**config.mk**
```make
export PLATFORM = sky130hd
export DESIGN_NAME = txn_bus_master_flat
export DESIGN_NICKNAME = d
export VERILOG_FILES = /design/src/rtl/txn_bus_master_if.sv /design/src/rtl/txn_bus_master.sv /design/src/flat_wrapper.sv
export SDC_FILE = /design/constraint.sdc
export NUM_CORES = 1
export LEC_CHECK = 0
export BUFFER_PORTS_ARGS = -buffer_cell sky130_fd_sc_hd__buf_4
export CORE_MARGIN = 3
export CORE_UTILIZATION = 26
export CTS_CLUSTER_DIAMETER = 60
export DETAILED_ROUTE_END_ITERATION = 8
export PLACE_DENSITY = 0.53
export SKIP_CTS_REPAIR_TIMING = 1
export SLEW_MARGIN = 0
export SYNTH_ARGS = -nofsm -noshare
export SYNTH_HDL_FRONTEND = slang
export SYNTH_SLANG_ARGS = --single-unit
export TNS_END_PERCENT = 20
```
**constraint.sdc**
```tcl
create_clock -name clk -period 2.3 [get_ports clk]
set_input_delay 0 -clock clk [delete_from_list [all_inputs] [get_ports clk]]
set_output_delay 0 -clock clk [all_outputs]
set_load 0.005 [all_outputs]
```
**src/rtl/txn_bus_master_if.sv**
```systemverilog
// Request, bus command/reply and response channels of txn_bus_master.
// The master modport is the txn_bus_master side; slave is the requester/bus-target side.
interface txn_bus_master_if #(
    parameter int ADDR_W = 16,
    parameter int DATA_W = 16,
    parameter int DLY_W  = 8
);
    logic              req_valid;
    logic              req_ready;
    logic              req_we;
    logic [ADDR_W-1:0] req_addr;
    logic [DATA_W-1:0] req_data;
    logic [DLY_W-1:0]  req_delay;

    logic              bus_req;
    logic              bus_we;
    logic [ADDR_W-1:0] bus_addr;
    logic [DATA_W-1:0] bus_wdata;
    logic              bus_ack;
    logic [DATA_W-1:0] bus_rdata;

    logic              rsp_valid;
    logic              rsp_ready;
    logic [DATA_W-1:0] rsp_data;
    logic              rsp_err;

    modport master (
        input  req_valid, req_we, req_addr, req_data, req_delay,
        input  bus_ack, bus_rdata, rsp_ready,
        output req_ready, bus_req, bus_we, bus_addr, bus_wdata,
        output rsp_valid, rsp_data, rsp_err
    );

    modport slave (
        output req_valid, req_we, req_addr, req_data, req_delay,
        output bus_ack, bus_rdata, rsp_ready,
        input  req_ready, bus_req, bus_we, bus_addr, bus_wdata,
        input  rsp_valid, rsp_data, rsp_err
    );
endinterface

```
**src/rtl/txn_bus_master.sv**
```systemverilog
// Single-outstanding bus master: accept a request, wait req_delay cycles, run one bus transfer
// (ack or TIMEOUT), then hold one response until rsp_ready; req_ready is only high in IDLE.
module txn_bus_master #(
    parameter int ADDR_W  = 16,
    parameter int DATA_W  = 16,
    parameter int DLY_W   = 8,
    parameter int TIMEOUT = 64
) (
    input  logic             clk,
    input  logic             reset,
    txn_bus_master_if.master bus
);
    localparam int TO_W = (TIMEOUT > 1) ? $clog2(TIMEOUT) : 1;

    typedef enum logic [1:0] {
        IDLE  = 2'd0,
        DELAY = 2'd1,
        BUS   = 2'd2,
        RESP  = 2'd3
    } state_t;

    state_t            state_q;
    logic [DLY_W-1:0]  dly_q;
    logic [TO_W-1:0]   tcnt_q;
    logic              we_q;
    logic [ADDR_W-1:0] addr_q;
    logic [DATA_W-1:0] wdata_q;
    logic              bus_req_q;
    logic              rsp_valid_q;
    logic [DATA_W-1:0] rsp_data_q;
    logic              rsp_err_q;

    always_ff @(posedge clk or posedge reset) begin
        if (reset) begin
            state_q     <= IDLE;
            dly_q       <= '0;
            tcnt_q      <= '0;
            we_q        <= 1'b0;
            addr_q      <= '0;
            wdata_q     <= '0;
            bus_req_q   <= 1'b0;
            rsp_valid_q <= 1'b0;
            rsp_data_q  <= '0;
            rsp_err_q   <= 1'b0;
        end else begin
            case (state_q)
                IDLE: begin
                    if (bus.req_valid) begin
                        we_q    <= bus.req_we;
                        addr_q  <= bus.req_addr;
                        wdata_q <= bus.req_data;
                        tcnt_q  <= '0;
                        if (bus.req_delay == '0) begin
                            state_q   <= BUS;
                            bus_req_q <= 1'b1;
                        end else begin
                            state_q <= DELAY;
                            dly_q   <= bus.req_delay;
                        end
                    end
                end
                DELAY: begin
                    // Leaving at a count of 1 puts bus_req onset at delay+1 cycles after accept.
                    if (dly_q == DLY_W'(1)) begin
                        state_q   <= BUS;
                        bus_req_q <= 1'b1;
                        dly_q     <= '0;
                    end else begin
                        dly_q <= dly_q - DLY_W'(1);
                    end
                end
                BUS: begin
                    if (bus.bus_ack) begin
                        state_q     <= RESP;
                        bus_req_q   <= 1'b0;
                        tcnt_q      <= '0;
                        rsp_valid_q <= 1'b1;
                        rsp_data_q  <= we_q ? '0 : bus.bus_rdata;
                        rsp_err_q   <= 1'b0;
                    end else if (tcnt_q == TO_W'(TIMEOUT - 1)) begin
                        state_q     <= RESP;
                        bus_req_q   <= 1'b0;
                        tcnt_q      <= '0;
                        rsp_valid_q <= 1'b1;
                        rsp_data_q  <= '0;
                        rsp_err_q   <= 1'b1;
                    end else begin
                        tcnt_q <= tcnt_q + TO_W'(1);
                    end
                end
                RESP: begin
                    if (bus.rsp_ready) begin
                        state_q     <= IDLE;
                        rsp_valid_q <= 1'b0;
                        rsp_data_q  <= '0;
                        rsp_err_q   <= 1'b0;
                    end
                end
                default: state_q <= IDLE;
            endcase
        end
    end

    // Gated by reset so the requester never sees ready while reset is held.
    assign bus.req_ready = (state_q == IDLE) && !reset;

    assign bus.bus_req   = bus_req_q;
    assign bus.bus_we    = bus_req_q & we_q;
    assign bus.bus_addr  = bus_req_q ? addr_q  : '0;
    assign bus.bus_wdata = bus_req_q ? wdata_q : '0;

    assign bus.rsp_valid = rsp_valid_q;
    assign bus.rsp_data  = rsp_data_q;
    assign bus.rsp_err   = rsp_err_q;
endmodule

```
**src/flat_wrapper.sv**
```systemverilog
// flat-port wrapper written by rule: the top's interface ports become plain ports
module txn_bus_master_flat 
#(
    parameter int ADDR_W  = 16,
    parameter int DATA_W  = 16,
    parameter int DLY_W   = 8,
    parameter int TIMEOUT = 64
)
  (clk, reset, bus_req_valid, bus_req_we, bus_req_addr, bus_req_data, bus_req_delay, bus_bus_ack, bus_bus_rdata, bus_rsp_ready, bus_req_ready, bus_bus_req, bus_bus_we, bus_bus_addr, bus_bus_wdata, bus_rsp_valid, bus_rsp_data, bus_rsp_err);
  txn_bus_master_if #(.ADDR_W(ADDR_W), .DATA_W(DATA_W), .DLY_W(DLY_W)) bus_i ();
  input  logic clk;
  input  logic reset;
  input wire logic [$bits(bus_i.req_valid)-1:0] bus_req_valid;
  input wire logic [$bits(bus_i.req_we)-1:0] bus_req_we;
  input wire logic [$bits(bus_i.req_addr)-1:0] bus_req_addr;
  input wire logic [$bits(bus_i.req_data)-1:0] bus_req_data;
  input wire logic [$bits(bus_i.req_delay)-1:0] bus_req_delay;
  input wire logic [$bits(bus_i.bus_ack)-1:0] bus_bus_ack;
  input wire logic [$bits(bus_i.bus_rdata)-1:0] bus_bus_rdata;
  input wire logic [$bits(bus_i.rsp_ready)-1:0] bus_rsp_ready;
  output wire logic [$bits(bus_i.req_ready)-1:0] bus_req_ready;
  output wire logic [$bits(bus_i.bus_req)-1:0] bus_bus_req;
  output wire logic [$bits(bus_i.bus_we)-1:0] bus_bus_we;
  output wire logic [$bits(bus_i.bus_addr)-1:0] bus_bus_addr;
  output wire logic [$bits(bus_i.bus_wdata)-1:0] bus_bus_wdata;
  output wire logic [$bits(bus_i.rsp_valid)-1:0] bus_rsp_valid;
  output wire logic [$bits(bus_i.rsp_data)-1:0] bus_rsp_data;
  output wire logic [$bits(bus_i.rsp_err)-1:0] bus_rsp_err;
  assign bus_i.req_valid = bus_req_valid;
  assign bus_i.req_we = bus_req_we;
  assign bus_i.req_addr = bus_req_addr;
  assign bus_i.req_data = bus_req_data;
  assign bus_i.req_delay = bus_req_delay;
  assign bus_i.bus_ack = bus_bus_ack;
  assign bus_i.bus_rdata = bus_bus_rdata;
  assign bus_i.rsp_ready = bus_rsp_ready;
  assign bus_req_ready = bus_i.req_ready;
  assign bus_bus_req = bus_i.bus_req;
  assign bus_bus_we = bus_i.bus_we;
  assign bus_bus_addr = bus_i.bus_addr;
  assign bus_bus_wdata = bus_i.bus_wdata;
  assign bus_rsp_valid = bus_i.rsp_valid;
  assign bus_rsp_data = bus_i.rsp_data;
  assign bus_rsp_err = bus_i.rsp_err;
  txn_bus_master #(.ADDR_W(ADDR_W), .DATA_W(DATA_W), .DLY_W(DLY_W), .TIMEOUT(TIMEOUT)) u_core (.clk(clk), .reset(reset), .bus(bus_i));
endmodule
```
Word-level counts from Yosys, hierarchy flattened
Cells that the tools add are included.

cells by class
  $add $sub $neg = 2
  eq/ne operators = 11
  multiplexer cells = 34
  bitwise logic cells = 1
  reductions and logical operators = 14

operators by type and width
  operator               count
  $mux W16               6
  $pmux W16 S2           1
  $mux W8                3
  $mux W6                3
  $pmux W8 S2            1
  $mux W2                6
  $pmux W6 S2            1
  $mux W1                9
  $eq A8 B1 Y1 const B   1
  $logic_not A8 Y1       1
  $pmux W2 S4            1
  $sub A8 B1 Y8 const B  1
  $add A6 B1 Y6 const B  1
  $eq A6 B6 Y1 const B   1
  $ne A2 B2 Y1 const B   3
  $reduce_and A3 Y1      2
  $reduce_bool A2 Y1     3
  $reduce_and A5 Y1      1
  $eq A2 B2 Y1 const B   2
  $ne A2 B1 Y1 const B   2
  $pmux W1 S2            2
  $reduce_and A2 Y1      2
  $reduce_and A4 Y1      1
  $ne A3 B2 Y1 const B   1
  other kinds (7)        7

word-level totals
  register bits = 68
  input port bits = 62
  output and inout port bits = 53
  word-level logic and storage cells = 72

Longest topological paths before layout
Gate-level depths: netlist of run 1.

  depth after elaboration = 4
  depth in mapped cells = 9
  gate-level depth less buffers = 6

Least setup slack after synthesis of run 1
No wires, ideal clock.

  path kind = register to register
  start = register u_core.state_q[0]
  end = register u_core.dly_q[0]
  library setup time = 0.125 ns
  arrival = 1.881 ns
  required time = 2.175 ns
  path slack = 0.294 ns
  stages on the path, launching flop included = 10
  buffers on the path = 3
  clock period less this slack = 2.006 ns
  path through = dfrtp_1 inv_1 ha_1 clkbuf_1 nand2_1 o21ba_1 buf_6 or2_1 buf_6 mux2_4

between the ends
  longest elaborated chain between the ends = 3
  elaborated cells on any way between the ends = 7
  classes of those cells = eq/ne: 3; mux: 1; reduce/logical: 3

RTL lines
  item                                                          RTL line              RTL
  start, declared                                               txn_bus_master.sv:22  state_t state_q;
  start signal, assigned                                        txn_bus_master.sv:35  state_q <= IDLE;
  start signal, assigned                                        txn_bus_master.sv:54  state_q <= BUS;
  start signal, assigned                                        txn_bus_master.sv:57  state_q <= DELAY;
  $logic_not A2 Y1 or $eq A2 B1 Y1 (tied branches)              txn_bus_master.sv:46  case (state_q)
  $ne A2 B2 Y1 (no line) or $reduce_bool A2 Y1 (tied branches)  n/a
  $reduce_and A3 Y1 (no line)                                   n/a
  end signal, assigned                                          txn_bus_master.sv:58  dly_q <= bus.req_delay;
  end signal, assigned                                          txn_bus_master.sv:69  dly_q <= dly_q - DLY_W'(1);
  end, declared                                                 txn_bus_master.sv:23  logic [DLY_W-1:0] dly_q;

Several ways; a longest one is shown, not always the timed one.
A chain may end at the register's enable or synchronous reset.

Worst setup path after layout of run 1
  start = register u_core.state_q[0]
  end = register u_core.tcnt_q[4]

between the ends
  longest elaborated chain between the ends = 3
  elaborated cells on any way between the ends = 6
  classes of those cells = eq/ne: 2; mux: 1; reduce/logical: 3

RTL lines
  item                                                          RTL line              RTL
  $eq A2 B2 Y1 or $logic_not A2 Y1 (tied branches)              txn_bus_master.sv:46
  $reduce_bool A2 Y1 (no line) or $ne A2 B2 Y1 (tied branches)  n/a
  $reduce_and A2 Y1 (no line)                                   n/a
  end signal, assigned                                          txn_bus_master.sv:88  tcnt_q <= tcnt_q + TO_W'(1);
  end, declared                                                 txn_bus_master.sv:24  logic [TO_W-1:0] tcnt_q;

Several ways; a longest one is shown, not always the timed one.

==> flow_metrics.env, run 1 <==
export IMPL_status="finished clean"
export IMPL_die_area_um2=14000
export IMPL_synth_main_ff_cell="dfrtp_1"
export IMPL_antenna_found_initial=0
export IMPL_hold_path_class="in -> reg"
export IMPL_syn_area_per_cell_um2=11.8
export IMPL_final_area_um2=5250
export IMPL_r2r_start="u_core.state_q[0]"
export IMPL_nets=520
export IMPL_drive_above_1_share_pct=40.7
export IMPL_max_cap_viol_count=0
export IMPL_period_needed_ns=2.05
export IMPL_crit_path_cell_trace="inv_1, ha_1, nand2_1, buf_4, o21ai_0, a41oi_1, nor2_1"
export IMPL_clk_pin_slew_ns=0.06
export IMPL_die_w_um=118
export IMPL_grt_max_degree=69
export IMPL_power_leakage_nw=2.46
export IMPL_worstPathBufferInverterCount=2
export IMPL_path_depth=7
export IMPL_async_flop_share_pct=100
export IMPL_num_rows=40
export IMPL_synth_edf_count=0
export IMPL_cpPeakStageDelay_ns=0.40
export IMPL_worstSetupEndpointType="flop"
export IMPL_areaGrowthSynthToFinish_pct=60.0
export IMPL_grt_pass1_vias=2710
export IMPL_clkLatencyLatePin_ns=0.32
export IMPL_yosys_warnings=0
export IMPL_final_cell_mix="buf_4 (124), dfrtp_1 (68), dlygate4sd3_1 (51)"
export IMPL_critPathLaunchType="flop"
export IMPL_dp_hpwl_um=5820
export IMPL_final_setup_skew_ns=0.00833
export IMPL_total_power_mw=6.54
export IMPL_route_vias_total=2746
export IMPL_vias_per_cell=4.41
export IMPL_worst_pin_slew_ns=0.475
export IMPL_relSlewSlack_pct=68.0
export IMPL_arrival_ns=2.26
export IMPL_r2r_end="u_core.tcnt_q[4]"
export IMPL_grt_util_all_layers_pct=11.9
export IMPL_netlist_area_um2=3280
export IMPL_finalHoldViolCount=0
export IMPL_cts_htree_levels=3
export IMPL_ys_seq_area_share_pct=51.8
export IMPL_worstHoldStart="bus_bus_ack"
export IMPL_slew_viol_final=0
export IMPL_clock_root_buffer="clkbuf_16"
export IMPL_crit_type="reg -> reg"
export IMPL_final_setup_viol_count=0
export IMPL_ant_nets=0
export IMPL_whs_ns=0.0410
export IMPL_grt_pass1_wl_um=13500
export IMPL_cts_sinks=68
export IMPL_power_density_nw_per_um2=1250
export IMPL_cpLargestDelayFamily="compound AO/OA/AOI/OAI gates"
export IMPL_synth_seq_cells=68
export IMPL_worstSetupStartpoint="u_core.state_q[0]"
export IMPL_crit_fanout=34
export IMPL_portBuffers=114
export IMPL_gp_congestion=0.789
export IMPL_reg2reg_setup_slack_ns=0.25
export IMPL_pin_count=115
export IMPL_wl_per_cell_um=13.7
export IMPL_antenna_cells=0
export IMPL_synth_cells=279
export IMPL_synth_cell_types=43
export IMPL_ir_drop_v=0.000435
export IMPL_placed_cell_area_um2=4370
export IMPL_crit_slowest_cell="dfrtp_1"
export IMPL_final_common_cell="buf_4"
export IMPL_r2r_cells=7
export IMPL_cts_tree="built"
export IMPL_gr_total_overflow=0
export IMPL_fin_util_pct=43.2
export IMPL_start_util_pct=27.0
export IMPL_drcViolationCount=0
export IMPL_fp_dieH_um=118
export IMPL_numCtsBuffers=9
export IMPL_synth_fp_nets=349
export IMPL_drt_iter0_drc=86
export IMPL_endpoint="u_core.tcnt_q[4]"
export IMPL_required_ns=2.51
export IMPL_totalWireLength_um=8510
export IMPL_cts_buffer_depth=2
export IMPL_drt_first_pass_iters=4
export IMPL_fmax_ghz=0.488
export IMPL_post_route_period_util_pct=89.1
export IMPL_rsz0062_at_grt="false"
export IMPL_core_area_um2=12200
export IMPL_setup_tns_ns=0
state kept, by name, indices dropped and copies added, names as in the netlist:
signal,flops
u_core.state_q,2
u_core.addr_q,16
u_core.bus.rsp_err,1
u_core.wdata_q,16
u_core.bus.rsp_valid,1
u_core.we_q,1
u_core.tcnt_q,6
u_core.bus.rsp_data,16
u_core.bus.bus_req,1
u_core.dly_q,8
through the flow:
stage,worst slack [ns],instances
2_1_floorplan,0.294,279
6_report,0.251,623
5_1_grt,0.0278,623
4_1_cts,0.202,572
3_5_place_dp,0.207,556
3_3_place_gp,0.279,556
metal layers:
layer	wire (um)	GRT usage, %	vias up
li1	-	-	1346
met1	3820	15.1	1311
met2	3990	18.9	75
met3	487	3.30	14
met4	211	5.35	0
met5	0	0	-
kinds of logic (layout without fill, tap and decap cells):
kind of cell             count (synthesis)  after routing  share of synthesized area, %
multiplexers                            41             41                          14.0
buffers and inverters                   28            204                          3.85
AND/OR/NAND/NOR                         76             76                          13.8
adder cells (fa/ha/maj)                  8              8                          3.05
AO/OA/AOI/OAI                           58             58                          13.4
flip-flops                              68             68                          51.8
cells in the mapped netlist, types with 2 or more instances:
| master | instances | area share (%) |
|---|---|---|
| o2bb2ai_1 | 2 | 0.53 |
| ha_1 | 8 | 3.1 |
| o41ai_1 | 3 | 0.80 |
| inv_1 | 12 | 1.4 |
| nand2b_1 | 5 | 0.95 |
| clkbuf_1 | 10 | 1.1 |
| nand3_1 | 2 | 0.31 |
| or4_4 | 3 | 1.0 |
| nor3b_1 | 3 | 0.69 |
| mux2_2 | 35 | 12 |
| nor2b_1 | 3 | 0.57 |
| a22o_1 | 21 | 5.6 |
| dfrtp_1 | 68 | 52 |
| nor3_1 | 5 | 0.76 |
| nor2_1 | 7 | 0.80 |
| nand2_1 | 8 | 0.92 |
| mux2i_1 | 5 | 1.5 |
| buf_6 | 2 | 0.69 |
| a21oi_1 | 2 | 0.31 |
| o21ai_0 | 11 | 1.7 |
| o22ai_1 | 7 | 1.3 |
| a21o_1 | 4 | 0.92 |
| and2_1 | 33 | 6.3 |
area by class of cell:
cell class	count	area, um^2
fillers	1153	6910
flip-flops and latches	68	1700
repair buffers	176	1460
multi-input cells	183	1460
clock buffers	10	239
well taps	168	210
clock inverters	6	135
inverters	12	45.0
worst min-delay path by stage:
stage                               to  slack (ns)  cells past startpoint
CTS                    u_core.dly_q[6]       -0.21                      3
global route        u_core.bus.rsp_err        0.05                      3
detailed placement     u_core.dly_q[6]        0.14                      3
finish              u_core.bus.rsp_err        0.04                      3
floorplan                bus_req_ready        0.03                      1
global placement       u_core.dly_q[6]        0.13                      3
report_power, final:
part           internal [mW]  switching (mW)
sequential              1.70           0.294
clock                   1.20           0.503
combinational           1.67            1.17
tightest hold or removal path: stages:
cell and delay (ns):
buf_4 0.12, nor3_1 0.06, a21o_1 0.14
Note: power is estimated with default switching activity, not from simulation.
==> inputs of run 2 (changes only) <==
--- a/config.mk
+++ b/config.mk
@@ -5,7 +5,7 @@
 export SDC_FILE = /design/constraint.sdc
 export NUM_CORES = 1
 export LEC_CHECK = 0
-export BUFFER_PORTS_ARGS = -buffer_cell sky130_fd_sc_hd__buf_4
+export BUFFER_PORTS_ARGS = -buffer_cell sky130_fd_sc_hd__buf_2
 export CORE_MARGIN = 3
 export CORE_UTILIZATION = 26
 export CTS_CLUSTER_DIAMETER = 60
==> run 2 against run 1 <==
- first-iteration DRC count up 2.3%
- via count is 1.1% higher
- sequential share of layout area rose by 2.5 points
- utilization shrank 3.1 points
- sequential cell count did not move
- die area is the same
- worst hold slack lost 0.037 ns
- design area down 7.2%
- critical path type unchanged
- power decreased by 9.6%
- worst setup slack got worse by 0.043 ns
- clock skew about the same
- non-clock buffer count is 1 lower
==> flow_metrics.env, run 2 (synthesis gave the netlist of run 1 again) <==
export IMPL_cpLargestDelayFamily="compound AO/OA/AOI/OAI gates"
export IMPL_status="finished clean"
export IMPL_vias_per_cell=4.46
export IMPL_totalWireLength_um=8450
export IMPL_setup_tns_ns=0
export IMPL_rsz0062_at_grt="false"
export IMPL_power_density_nw_per_um2=1210
export IMPL_core_area_um2=12200
export IMPL_crit_type="reg -> reg"
export IMPL_m1WireLength_um=3760
export IMPL_gr_total_overflow=0
export IMPL_areaGrowthSynthToFinish_pct=48.4
export IMPL_fmax_ghz=0.478
export IMPL_drt_first_pass_iters=4
export IMPL_crit_fanout=34
export IMPL_max_cap_viol_count=0
export IMPL_drt_iter0_drc=88
export IMPL_die_area_um2=14000
export IMPL_wl_met3_um=439
export IMPL_cts_buffer_depth=2
export IMPL_final_cell_mix="buf_2 (114), dfrtp_1 (68), dlygate4sd3_1 (50)"
export IMPL_fp_dieH_um=118
export IMPL_drive_above_1_share_pct=40.7
export IMPL_cpPeakStageDelay_ns=0.40
export IMPL_clkLatencyLatePin_ns=0.32
export IMPL_portBuffers=114
export IMPL_grt_util_all_layers_pct=11.6
export IMPL_crit_path_cell_trace="inv_1, ha_1, nand2_1, buf_4, o21ai_0, a41oi_1, nor2_1"
export IMPL_start_util_pct=27.0
export IMPL_dp_hpwl_um=5740
export IMPL_grt_max_degree=35
export IMPL_pin_count=115
export IMPL_gp_congestion=0.789
export IMPL_hold_path_class="in -> reg"
export IMPL_seq_power_share_pct=33.5
export IMPL_antenna_cells=0
export IMPL_final_setup_viol_count=0
export IMPL_nFillCells=1189
export IMPL_wl_per_cell_um=13.6
export IMPL_die_w_um=118
export IMPL_clock_root_buffer="clkbuf_16"
export IMPL_grt_pass1_wl_um=13100
export IMPL_p_sw_mw=1.97
export IMPL_slew_viol_final=0
export IMPL_clk_pin_slew_ns=0.06
export IMPL_num_rows=40
export IMPL_top_layer_used="met4"
export IMPL_period_needed_ns=2.09
export IMPL_critPathLaunchType="flop"
export IMPL_power_leakage_nw=2.34
export IMPL_relSlewSlack_pct=56.0
export IMPL_comb_power_share_pct=43.2
export IMPL_nets=519
export IMPL_grt_pass1_vias=2702
export IMPL_required_ns=2.51
export IMPL_finalHoldViolCount=0
export IMPL_swShare_pct=33.3
export IMPL_worstPathBufferInverterCount=2
export IMPL_crit_slowest_cell="dfrtp_1"
export IMPL_route_vias_total=2777
export IMPL_drcViolationCount=0
export IMPL_ir_drop_v=0.000377
export IMPL_antenna_found_initial=0
export IMPL_wl_met2_um=4140
export IMPL_ant_nets=0
export IMPL_final_common_cell="buf_2"
export IMPL_post_route_period_util_pct=90.9
export IMPL_total_power_mw=5.91
export IMPL_cts_htree_levels=3
export IMPL_cts_sinks=68
export IMPL_worstSetupEndpointType="flop"
export IMPL_arrival_ns=2.30
export IMPL_cts_tree="built"
export IMPL_worst_pin_slew_ns=0.659
export IMPL_final_setup_skew_ns=0.00820
export IMPL_clockPowerShare_pct=23.3
export IMPL_numCtsBuffers=9
export IMPL_p_int_mw=3.94
[run 2: cell types whose count changed in the layout (fill, tap and decap cells not counted), sizes merged]
cell	change
dlygate4sd3	-1
inv	+1
clkbuf	-1
bufinv	-3
clkinv	+3
[run 2: final cells by class]
type | count | area, um^2 | area share, %
sequential | 68 | 1700 | 34.9
inverter | 12 | 45.0 | 0.925
clock inverter | 7 | 76.3 | 1.57
multi-input combinational | 183 | 1460 | 30.0
timing repair buffer | 175 | 1150 | 23.7
clock buffer | 9 | 225 | 4.62
tap | 168 | 210 | 4.32
[run 2: metrics by stage]
stage               instance area [um^2]  hold WS (ns)  setup slack (ns)  std cells  util (%)
detailed placement                  4070         0.152             0.205        556      33.5
global placement                    4070         0.153             0.259        556      33.5
global route                        4870        0.0420            0.0564        622      40.1
finish                              4870       0.00447             0.209        622      40.1
floorplan                           3280        0.0302             0.294        279         -
CTS                                 4370        -0.201             0.195        572      35.9
[run 2: worst reg2reg max path: stages (launching register included)]
cell and delay, ns:
dfrtp_1 0.40, inv_1 0.10, ha_1 0.30, nand2_1 0.11, buf_4 0.40, o21ai_0 0.32
a41oi_1 0.29, nor2_1 0.07
[run 2: metal layers]
metal / vias up / track usage, %
met4: 0 / 5.05
met2: 81 / 19.2
li1: 1345 / -
met1: 1344 / 14.0
met3: 7 / 3.25
met5: - / 0
[run 2: worst paths after layout]
| path | from | end | slack [ns] | cells past startpoint |
|---|---|---|---|---|
| worst max-delay path | u_core.state_q[0] | u_core.tcnt_q[4] | 0.21 | 7 |
| worst min-delay path | bus_req_delay[6] | u_core.dly_q[6] | 0.004 | 3 |
| worst max register to register | u_core.state_q[0] | u_core.tcnt_q[4] | 0.21 | 7 |
| worst min register to register | u_core.bus.rsp_err | u_core.bus.rsp_err | 0.48 | 1 |
| max in group asynchronous | reset | u_core.bus.rsp_data[7] | 1.18 | 4 |
| min in group asynchronous | reset | u_core.dly_q[6] | 0.34 | 3 |
[run 2: power by group through the flow]
| stage | Clock (mW) | Combinational, mW | Sequential [mW] |
|---|---|---|---|
| 2_1_floorplan | 0 | 1.72 | 1.92 |
| 3_3_place_gp | 0 | 2.49 | 1.98 |
| 3_5_place_dp | 0 | 2.52 | 2.00 |
| 4_1_cts | 1.43 | 2.52 | 1.99 |
| 5_1_grt | 1.48 | 2.84 | 2.05 |
| 6_report | 1.37 | 2.55 | 1.98 |
